File: src/rtl/computer_pkg.sv
// Shared definitions for the SAP control path: opcode encodings, microstep
// constants and the packed control word that the microcode ROM produces.
package computer_pkg;

  typedef enum logic [3:0] {
    OP_NOP = 4'b0000,
    OP_LDA = 4'b0001,
    OP_ADD = 4'b0010,
    OP_SUB = 4'b0011,
    OP_STA = 4'b0100,
    OP_LDI = 4'b0101,
    OP_JMP = 4'b0110,
    OP_JC  = 4'b0111,
    OP_JZ  = 4'b1000,
    OP_OUT = 4'b1110,
    OP_HLT = 4'b1111
  } opcode_e;

  localparam logic [2:0] T0 = 3'd0;
  localparam logic [2:0] T1 = 3'd1;
  localparam logic [2:0] T2 = 3'd2;
  localparam logic [2:0] T3 = 3'd3;
  localparam logic [2:0] T4 = 3'd4;

  // hlt is internal: it tells the sequencer to set its halted bit.
  typedef struct packed {
    logic oe_pc;
    logic oe_ram;
    logic oe_ir;
    logic oe_a;
    logic oe_alu;
    logic load_mar;
    logic load_ir;
    logic load_a;
    logic load_b;
    logic load_out;
    logic ram_we;
    logic pc_enable;
    logic pc_load;
    logic alu_sub;
    logic flag_enable;
    logic hlt;
  } ctrl_word_t;

endpackage

File: src/rtl/microcode_rom.sv
// Combinational microcode decode: (opcode, microstep, flags) -> control word
// plus last_step, which marks the final step of the current instruction.
// Steps with no microcode (beyond an instruction's end, or values above T4)
// decode to an all-zero word with last_step low.
// Ports: opcode, step, flag_carry, flag_zero in; ctrl, last_step out.
// Optional macro COND_JUMP_EN enables JC/JZ; otherwise they decode as NOP and
// the flag inputs are unused.
module microcode_rom
  import computer_pkg::*;
#(
  parameter int OPCODE_W = 4,
  parameter int STEP_W   = 3
) (
  input  logic [OPCODE_W-1:0] opcode,
  input  logic [STEP_W-1:0]   step,
  input  logic                flag_carry,
  input  logic                flag_zero,
  output ctrl_word_t          ctrl,
  output logic                last_step
);

  logic is_t2, is_t3, is_t4;
  assign is_t2 = (step == STEP_W'(T2));
  assign is_t3 = (step == STEP_W'(T3));
  assign is_t4 = (step == STEP_W'(T4));

`ifndef COND_JUMP_EN
  logic unused_flags;
  assign unused_flags = flag_carry ^ flag_zero;
`endif

  always_comb begin
    ctrl      = '0;
    last_step = 1'b0;
    if (step == STEP_W'(T0)) begin
      ctrl.oe_pc    = 1'b1;
      ctrl.load_mar = 1'b1;
    end else if (step == STEP_W'(T1)) begin
      ctrl.oe_ram    = 1'b1;
      ctrl.load_ir   = 1'b1;
      ctrl.pc_enable = 1'b1;
    end else begin
      case (opcode)
        OPCODE_W'(OP_LDA): begin
          if (is_t2) begin
            ctrl.oe_ir    = 1'b1;
            ctrl.load_mar = 1'b1;
          end else if (is_t3) begin
            ctrl.oe_ram = 1'b1;
            ctrl.load_a = 1'b1;
            last_step   = 1'b1;
          end
        end
        OPCODE_W'(OP_ADD), OPCODE_W'(OP_SUB): begin
          if (is_t2) begin
            ctrl.oe_ir    = 1'b1;
            ctrl.load_mar = 1'b1;
          end else if (is_t3) begin
            ctrl.oe_ram = 1'b1;
            ctrl.load_b = 1'b1;
          end else if (is_t4) begin
            ctrl.oe_alu      = 1'b1;
            ctrl.load_a      = 1'b1;
            ctrl.flag_enable = 1'b1;
            ctrl.alu_sub     = (opcode == OPCODE_W'(OP_SUB));
            last_step        = 1'b1;
          end
        end
        OPCODE_W'(OP_STA): begin
          if (is_t2) begin
            ctrl.oe_ir    = 1'b1;
            ctrl.load_mar = 1'b1;
          end else if (is_t3) begin
            ctrl.oe_a   = 1'b1;
            ctrl.ram_we = 1'b1;
            last_step   = 1'b1;
          end
        end
        OPCODE_W'(OP_LDI): begin
          if (is_t2) begin
            ctrl.oe_ir  = 1'b1;
            ctrl.load_a = 1'b1;
            last_step   = 1'b1;
          end
        end
        OPCODE_W'(OP_JMP): begin
          if (is_t2) begin
            ctrl.oe_ir   = 1'b1;
            ctrl.pc_load = 1'b1;
            last_step    = 1'b1;
          end
        end
`ifdef COND_JUMP_EN
        // A not-taken jump still ends at T2, acting as a 3-cycle NOP.
        OPCODE_W'(OP_JC): begin
          if (is_t2) begin
            ctrl.oe_ir   = flag_carry;
            ctrl.pc_load = flag_carry;
            last_step    = 1'b1;
          end
        end
        OPCODE_W'(OP_JZ): begin
          if (is_t2) begin
            ctrl.oe_ir   = flag_zero;
            ctrl.pc_load = flag_zero;
            last_step    = 1'b1;
          end
        end
`endif
        OPCODE_W'(OP_OUT): begin
          if (is_t2) begin
            ctrl.oe_a     = 1'b1;
            ctrl.load_out = 1'b1;
            last_step     = 1'b1;
          end
        end
        OPCODE_W'(OP_HLT): begin
          if (is_t2) begin
            ctrl.hlt  = 1'b1;
            last_step = 1'b1;
          end
        end
        default: begin
          if (is_t2) last_step = 1'b1;
        end
      endcase
    end
  end

endmodule

File: src/rtl/microcode_sequencer.sv
// SAP control unit: microstep counter plus sticky halted bit; all datapath
// strobes come combinationally from microcode_rom and are forced low during
// reset or while halted.
// Ports: clk, reset (sync, active-high), opcode, flag_carry, flag_zero in;
// bus enables oe_*, load strobes load_*, ram_we, pc_enable, pc_load, alu_sub,
// flag_enable, microstep (debug), halted, instr_done out.
// Optional macro COND_JUMP_EN (handled in microcode_rom) adds JC/JZ.
module microcode_sequencer
  import computer_pkg::*;
#(
  parameter int OPCODE_W = 4,
  parameter int STEP_W   = 3
) (
  input  logic                clk,
  input  logic                reset,
  input  logic [OPCODE_W-1:0] opcode,
  input  logic                flag_carry,
  input  logic                flag_zero,
  output logic                oe_pc,
  output logic                oe_ram,
  output logic                oe_ir,
  output logic                oe_a,
  output logic                oe_alu,
  output logic                load_mar,
  output logic                load_ir,
  output logic                load_a,
  output logic                load_b,
  output logic                load_out,
  output logic                ram_we,
  output logic                pc_enable,
  output logic                pc_load,
  output logic                alu_sub,
  output logic                flag_enable,
  output logic [STEP_W-1:0]   microstep,
  output logic                halted,
  output logic                instr_done
);

  logic [STEP_W-1:0] step_q, step_d;
  logic              halted_q, halted_d;
  ctrl_word_t        rom_ctrl, ctrl;
  logic              rom_last;
  logic              active;

  microcode_rom #(
    .OPCODE_W(OPCODE_W),
    .STEP_W  (STEP_W)
  ) u_rom (
    .opcode    (opcode),
    .step      (step_q),
    .flag_carry(flag_carry),
    .flag_zero (flag_zero),
    .ctrl      (rom_ctrl),
    .last_step (rom_last)
  );

  always_ff @(posedge clk) begin
    if (reset) begin
      step_q   <= '0;
      halted_q <= 1'b0;
    end else begin
      step_q   <= step_d;
      halted_q <= halted_d;
    end
  end

  always_comb begin
    active     = ~reset & ~halted_q;
    ctrl       = active ? rom_ctrl : '0;
    instr_done = active & rom_last;
    halted_d   = halted_q | (active & rom_ctrl.hlt);
    // Any step at or past T4 wraps, so stray values recover to T0 in one cycle.
    if (halted_q || rom_last || step_q >= STEP_W'(T4))
      step_d = '0;
    else
      step_d = step_q + STEP_W'(1);
  end

  assign oe_pc       = ctrl.oe_pc;
  assign oe_ram      = ctrl.oe_ram;
  assign oe_ir       = ctrl.oe_ir;
  assign oe_a        = ctrl.oe_a;
  assign oe_alu      = ctrl.oe_alu;
  assign load_mar    = ctrl.load_mar;
  assign load_ir     = ctrl.load_ir;
  assign load_a      = ctrl.load_a;
  assign load_b      = ctrl.load_b;
  assign load_out    = ctrl.load_out;
  assign ram_we      = ctrl.ram_we;
  assign pc_enable   = ctrl.pc_enable;
  assign pc_load     = ctrl.pc_load;
  assign alu_sub     = ctrl.alu_sub;
  assign flag_enable = ctrl.flag_enable;
  assign microstep   = step_q;
  assign halted      = halted_q;

endmodule
File: config.mk
export PLATFORM = sky130hd
export DESIGN_NAME = microcode_sequencer
export DESIGN_NICKNAME = d
export VERILOG_FILES = /design/src/rtl/computer_pkg.sv /design/src/rtl/microcode_rom.sv /design/src/rtl/microcode_sequencer.sv
export SDC_FILE = /design/constraint.sdc
export NUM_CORES = 1
export LEC_CHECK = 0
export BUFFER_PORTS_ARGS = -buffer_cell sky130_fd_sc_hd__buf_2
export CAP_MARGIN = 10
export CORE_AREA = 2 2 39 41
export CTS_CLUSTER_DIAMETER = 120
export DETAILED_ROUTE_END_ITERATION = 6
export DIE_AREA = 0 0 41 43
export MAX_ROUTING_LAYER = met4
export PLACE_DENSITY = 0.73
export SYNTH_ARGS = -nofsm -noshare
export SYNTH_HDL_FRONTEND = slang
export SYNTH_SLANG_ARGS = --single-unit
File: constraint.sdc
create_clock -name clk -period 5.1 [get_ports clk]
set_input_delay 0.765 -clock clk [delete_from_list [all_inputs] [get_ports clk]]
set_output_delay 0.765 -clock clk [all_outputs]
set_load 0.005 [all_outputs]
==> Word level (Yosys, flattened, before mapping) <==
Cells that the tools add are included.
{ "op_classes": {"addsub": 1, "n_lt_le_gt_ge": 1, "n_eq_ne": 12, "n_mux": 35, "bitwise_logic": 6, "reduce_logical": 9} }
{ "op_table": {"columns": ["cell", "n"], "rows": [
  ["1-bit two-way mux", 21],
  ["16-bit two-way mux", 1],
  ["4-bit two-way mux", 4],
  ["4-bit by 3-bit == test with 1-bit output (second input constant)", 3],
  ["10-bit two-way mux", 1],
  ["2-bit two-way mux", 5],
  ["4-bit by 2-bit == test with 1-bit output (second input constant)", 2],
  ["4-bit == test (second input constant)", 2],
  ["3-bit by 2-bit == test with 1-bit output (second input constant)", 2],
  ["2-bit OR reduction", 3],
  ["6-bit OR reduction", 1],
  ["4-bit by 1-bit == test with 1-bit output (second input constant)", 1],
  ["1-bit one-hot mux with 2 select lines", 2],
  ["4-bit OR reduction", 1],
  ["3-bit by 1-bit adder with 3-bit output (second input constant)", 1],
  ["1-bit bitwise AND", 3],
  ["3-bit by 1-bit == test with 1-bit output (second input constant)", 1],
  ["3-bit == test (second input constant)", 1],
  ["3-bit >= comparator (second input constant)", 1],
  ["3-bit logical NOT", 1],
  ["1-bit one-hot mux with 3 select lines", 1],
  ["3-bit OR reduction", 1],
  ["1-bit logical OR", 2],
  ["1-bit NOT", 2],
  ["1-bit bitwise OR", 1]
]} }
{ "word_totals": {"regBits": 4, "input_bits": 8, "out_inout_bits": 20} }

==> Longest topological paths before layout <==
{ "logic_depth": {"word_depth": 10, "depth_mapped": 7, "depth_no_buf": 6} }

==> Hierarchy <==
From an unflattened synthesis, not the netlist that was laid out.
{ "unflattened": {"hier_cells": 71, "hier_area_um2": 533.0} }
{ "by_module_without_submodules": {"columns": ["mod", "n_inst", "cells_per_inst", "area_each_um2", "seq_area_each_um2"], "rows": [
  ["microcode_rom", 1, 42, 282.8, 0.0],
  ["microcode_sequencer", 1, 29, 250.2, 80.1]
]} }

==> Least setup slack after synthesis <==
OpenSTA, ideal clock, no wires.
{ "synth_path": {"path_type": "input to output", "start": "input opcode[3]", "end": "output instr_done", "arrival_ns": 1.857, "required_time_ns": 4.335, "slack_ns": 2.478, "path_stages": 5, "path_buffers": 1, "path_cell_list": "clkbuf_1 -> nor4b_1 -> a21o_1 -> mux2_1 -> nor2_1"} }
{ "synth_between": {"elab_chain_cells": 6, "elab_cells_between_ends": 10, "cone_classes": "4 x eq/ne; 3 x mux; 1 x bitwise; 2 x reduce/logical"} }
{ "synth_lines": {"columns": ["element", "line_no", "text"], "rows": [
  ["start, declared", "microcode_sequencer.sv:16", "input logic [OPCODE_W-1:0] opcode,"],
  ["4-bit by 3-bit == test with 1-bit output (tied with other cells)", "microcode_rom.sv:43", "case (opcode)"],
  ["2-bit OR reduction (on tied branches)", null, null],
  ["1-bit one-hot mux with 2 select lines (*)", "microcode_rom.sv:43", null],
  ["1-bit two-way mux (*)", "microcode_rom.sv:38", "end else if (step == STEP_W'(T1)) begin"],
  ["1-bit two-way mux (*)", "microcode_rom.sv:35", "if (step == STEP_W'(T0)) begin"],
  ["1-bit bitwise AND (*)", "microcode_sequencer.sv:70", "instr_done = active & rom_last;"],
  ["end, declared", "microcode_sequencer.sv:36", "output logic instr_done"]
]} }
Mark *: on every way between the ends. The rest lies on a longest branch, timed or not.

==> Worst setup path in the final report <==
{ "layout_path": {"start": "input opcode[0]", "end": "output instr_done"} }
The elaborated chain is that of the path after synthesis.

==> out/qor.tcl <==
set qor(status) {finished, final reports clean}
set qor(post_cts.resized_instances) 0
set qor(area_growth_pct) 23.34
set qor(syn_nets) 85
set qor(gp_congestion) 0.8215
set qor(grt_util_all_layers_pct) 14.92
set qor(cts_buffers) 3
set qor(power.clock.fraction_pct) 14.4
set qor(min_period_ns) 2.848
set qor(first_pass_detailed_route_iteration_total) 4
set qor(yosys.area.top_type_share_pct) 14.65
set qor(yosysWarnings) 0
set qor(unrepaired_setup_endpoints_after_global_routing) {false}
set qor(initial_core_util_pct) 39.51
set qor(totalWireLength_um) 1176
set qor(htree_levels) 1
set qor(max_cap_viols) 0
set qor(timing.setup.tns_ns) 0
set qor(hpwl_um) 964.3
set qor(synthCells) 72
set qor(io-pin-count) 28
set qor(cp_max_fo) 8
set qor(max_freq_mhz) 351.1
set qor(grt_max_degree) 11
set qor(detailroute.via_count) 584
set qor(p_seq_share_pct) 23.2
set qor(fin_crit_sh_pct) 55.85
set qor(synth_sequential_area_ratio_pct) 14.65
set qor(floorplan.die.height_um) 43
set qor(first_global_vias) 479
set qor(switching_share_pct) 44.96
set qor(insertedDiodeCount) 0
set qor(netlist-cell-type-count) 35
set qor(grt_first_pass_wirelength_um) 1835
set qor(grt_antenna_before_repair) 0
set qor(layout_cell_share_with_drive_strength_beyond_1_pct) 32.98
set qor(crit_arrival_ns) 2.08
set qor(cts-root-buf) {sky130_fd_sc_hd__clkbuf_4}
set qor(critical_path.startpoint_type) {primary input}
set qor(cell_internal_pwr_mw) 0.1427
set qor(fill_cells) 156
set qor(cts.path.max_buffers) 2
set qor(cts.clk_slew.worst_paths_ns) 0.03
set qor(cts_setup_buffers) 0
set qor(cp.required_ns) 4.34
set qor(final-setup-viol-count) 0
set qor(setup.worst_path.end_class) {output port}
set qor(wl_per_cell_um) 10.69
set qor(postRouteAntennaNets) 0
set qor(cts_sinks) 4
set qor(pwr_density_cell_nw_per_um2) 384.5
set qor(maximum_clock_skew_at_final_layout_ns) 0.0007242
set qor(timing.slew.headroom_pct) 59.35
set qor(postSynthRegisterBits) 4
set qor(power.leakage_nw) 0.3395
set qor(whs_ns) 0.4815
set qor(timing.final.max_slew_violations) 0
set qor(synth.area.top_cells) {sky130_fd_sc_hd__dfxtp_1, sky130_fd_sc_hd__ha_1, sky130_fd_sc_hd__nor2_1}
set qor(worstHoldPathType) {flip-flop to flip-flop}
set qor(synth_flop_cell) {sky130_fd_sc_hd__dfxtp_1}
set qor(worst_slew_pin_slew_ns) 0.6034
set qor(core_area_um2) 1384
set qor(grt-ovfl-total) 0
set qor(p_sw_mw) 0.1166
set qor(clock_insertion_delay_at_the_later_pin_of_the_skew_report_ns) 0.23
set qor(power_frac_comb_pct) 62.3
set qor(route.detailed.drc) 0
set qor(yosysTopAreaCell) {sky130_fd_sc_hd__dfxtp_1}
set qor(floorplan.die_area_um2) 1763
set qor(crit_path_class) {primary input to output port}
set qor(cts_tree) {built}
set qor(post_synth.cell_area_avg_um2) 7.594
set qor(via_per_inst) 5.309
set qor(vdd_drop_max_uv) 271.8
set qor(port_buffers) 25
set qor(p_total_mw) 0.2593
set qor(asyncSetResetFlopFracSynth_pct) 0
set qor(nNetsFinal) 109
set qor(hold_buffers) 0
set qor(placementRows) 14
set qor(detailedRoute.firstIterationViolations) 4
set qor(mappedNetlistArea_um2) 546.8
set qor(floorplan.die.width_um) 41
set qor(timing_hold_violations_final) 0
set qor(synth-edff-count) 0
## metal layers
layer	vias to the layer above	routed length (um)	share of wire (%)	GRT usage (%)
met4	0	0	0	6.000
met2	20	579	49	25.62
met5	-	0	0	-
met1	261	522	44	16.40
li1	303	-	-	-
met3	0	74	6.3	1.571
## layout make-up
type	instances	area [um^2]	area share (%)
Clock buffer	3	22.52	3.340
Multi-Input combinational cell	58	411.6	61.04
Inverter	4	15.01	2.226
Sequential cell	4	80.08	11.87
Timing Repair Buffer	25	125.1	18.55
Tap cell	16	20.02	2.968
## synthesized netlist by cell type (2+ instances only)
library cell / count
sky130_fd_sc_hd__nor2_1: 12
sky130_fd_sc_hd__ha_1: 5
sky130_fd_sc_hd__dfxtp_1: 4
sky130_fd_sc_hd__inv_1: 4
sky130_fd_sc_hd__nand2_1: 4
sky130_fd_sc_hd__nor2b_1: 3
sky130_fd_sc_hd__nor3_1: 3
sky130_fd_sc_hd__nor3b_1: 3
sky130_fd_sc_hd__or2_1: 3
sky130_fd_sc_hd__a21oi_1: 2
sky130_fd_sc_hd__buf_2: 2
sky130_fd_sc_hd__buf_4: 2
sky130_fd_sc_hd__nor4b_1: 2
sky130_fd_sc_hd__o21ai_0: 2
## metrics by stage
stage / area, um^2 / std cells / util, % / setup slack, ns
CTS: 674.4 / 110 / 48.73 / 2.238
finish: 674.4 / 110 / 48.73 / 2.252
global route: 674.4 / 110 / 48.73 / 2.117
detailed placement: 651.9 / 107 / 47.11 / 2.239
global placement: 651.9 / 107 / 47.11 / 2.256
floorplan: 546.8 / 72 / - / 2.478
## final timing paths
check,to,slack [ns],cells after the start,startpoint
worst min-delay path,microstep[0]$_SDFF_PP0_,0.48,1,microstep[0]$_SDFF_PP0_
worst max-delay path,instr_done,2.25,6,opcode[0]
worst min register to register,microstep[0]$_SDFF_PP0_,0.48,1,microstep[0]$_SDFF_PP0_
worst max register to register,microstep[1]$_SDFF_PP0_,3.29,6,microstep[2]$_SDFF_PP0_
## cell usage in the layout (no fill, tap or decap), types with 2 or more instances in the layout
cell and count:
sky130_fd_sc_hd__nor3_1 3, sky130_fd_sc_hd__nor2b_1 3, sky130_fd_sc_hd__o21ai_0 2, sky130_fd_sc_hd__ha_1 5, sky130_fd_sc_hd__or2_1 3, sky130_fd_sc_hd__dfxtp_1 4
sky130_fd_sc_hd__buf_2 25, sky130_fd_sc_hd__a21oi_1 2, sky130_fd_sc_hd__nor3b_1 3, sky130_fd_sc_hd__inv_1 4, sky130_fd_sc_hd__nor4b_1 2, sky130_fd_sc_hd__nand2_1 4
sky130_fd_sc_hd__clkbuf_4 3, sky130_fd_sc_hd__nor2_1 12
## state kept, by name, indices dropped and copies added (netlist names)
register,count
halted,1
microstep,3
## kinds of logic (layout without fill, tap and decap cells)
kind of cell             count (synthesis)  count (layout)  share of synthesized area, %
AND/OR/NAND/NOR                         41              41                         47.14
AO/OA/AOI/OAI                           10              10                         12.82
buffers and inverters                   10              32                         10.07
adder cells (fa/ha/maj)                  5               5                         11.44
flip-flops                               4               4                         14.65
multiplexers                             2               2                         3.890
## critical path, stage by stage
cell and delay, ns:
sky130_fd_sc_hd__buf_2 0.15, sky130_fd_sc_hd__nor4b_1 0.45, sky130_fd_sc_hd__a21o_1 0.19, sky130_fd_sc_hd__mux2_1 0.33, sky130_fd_sc_hd__nor2_1 0.07, sky130_fd_sc_hd__buf_2 0.12
## power groups by stage
| stage | logic [mW] | clock network (mW) | registers, mW |
|---|---|---|---|
| 6_report | 0.162 | 0.0375 | 0.0603 |
| 2_1_floorplan | 0.125 | 0 | 0.0535 |
| 4_1_cts | 0.163 | 0.0404 | 0.0607 |
| 3_3_place_gp | 0.161 | 0 | 0.0601 |
| 3_5_place_dp | 0.161 | 0 | 0.0608 |
| 5_1_grt | 0.183 | 0.0434 | 0.0627 |
(Power assumes the default switching activity.)
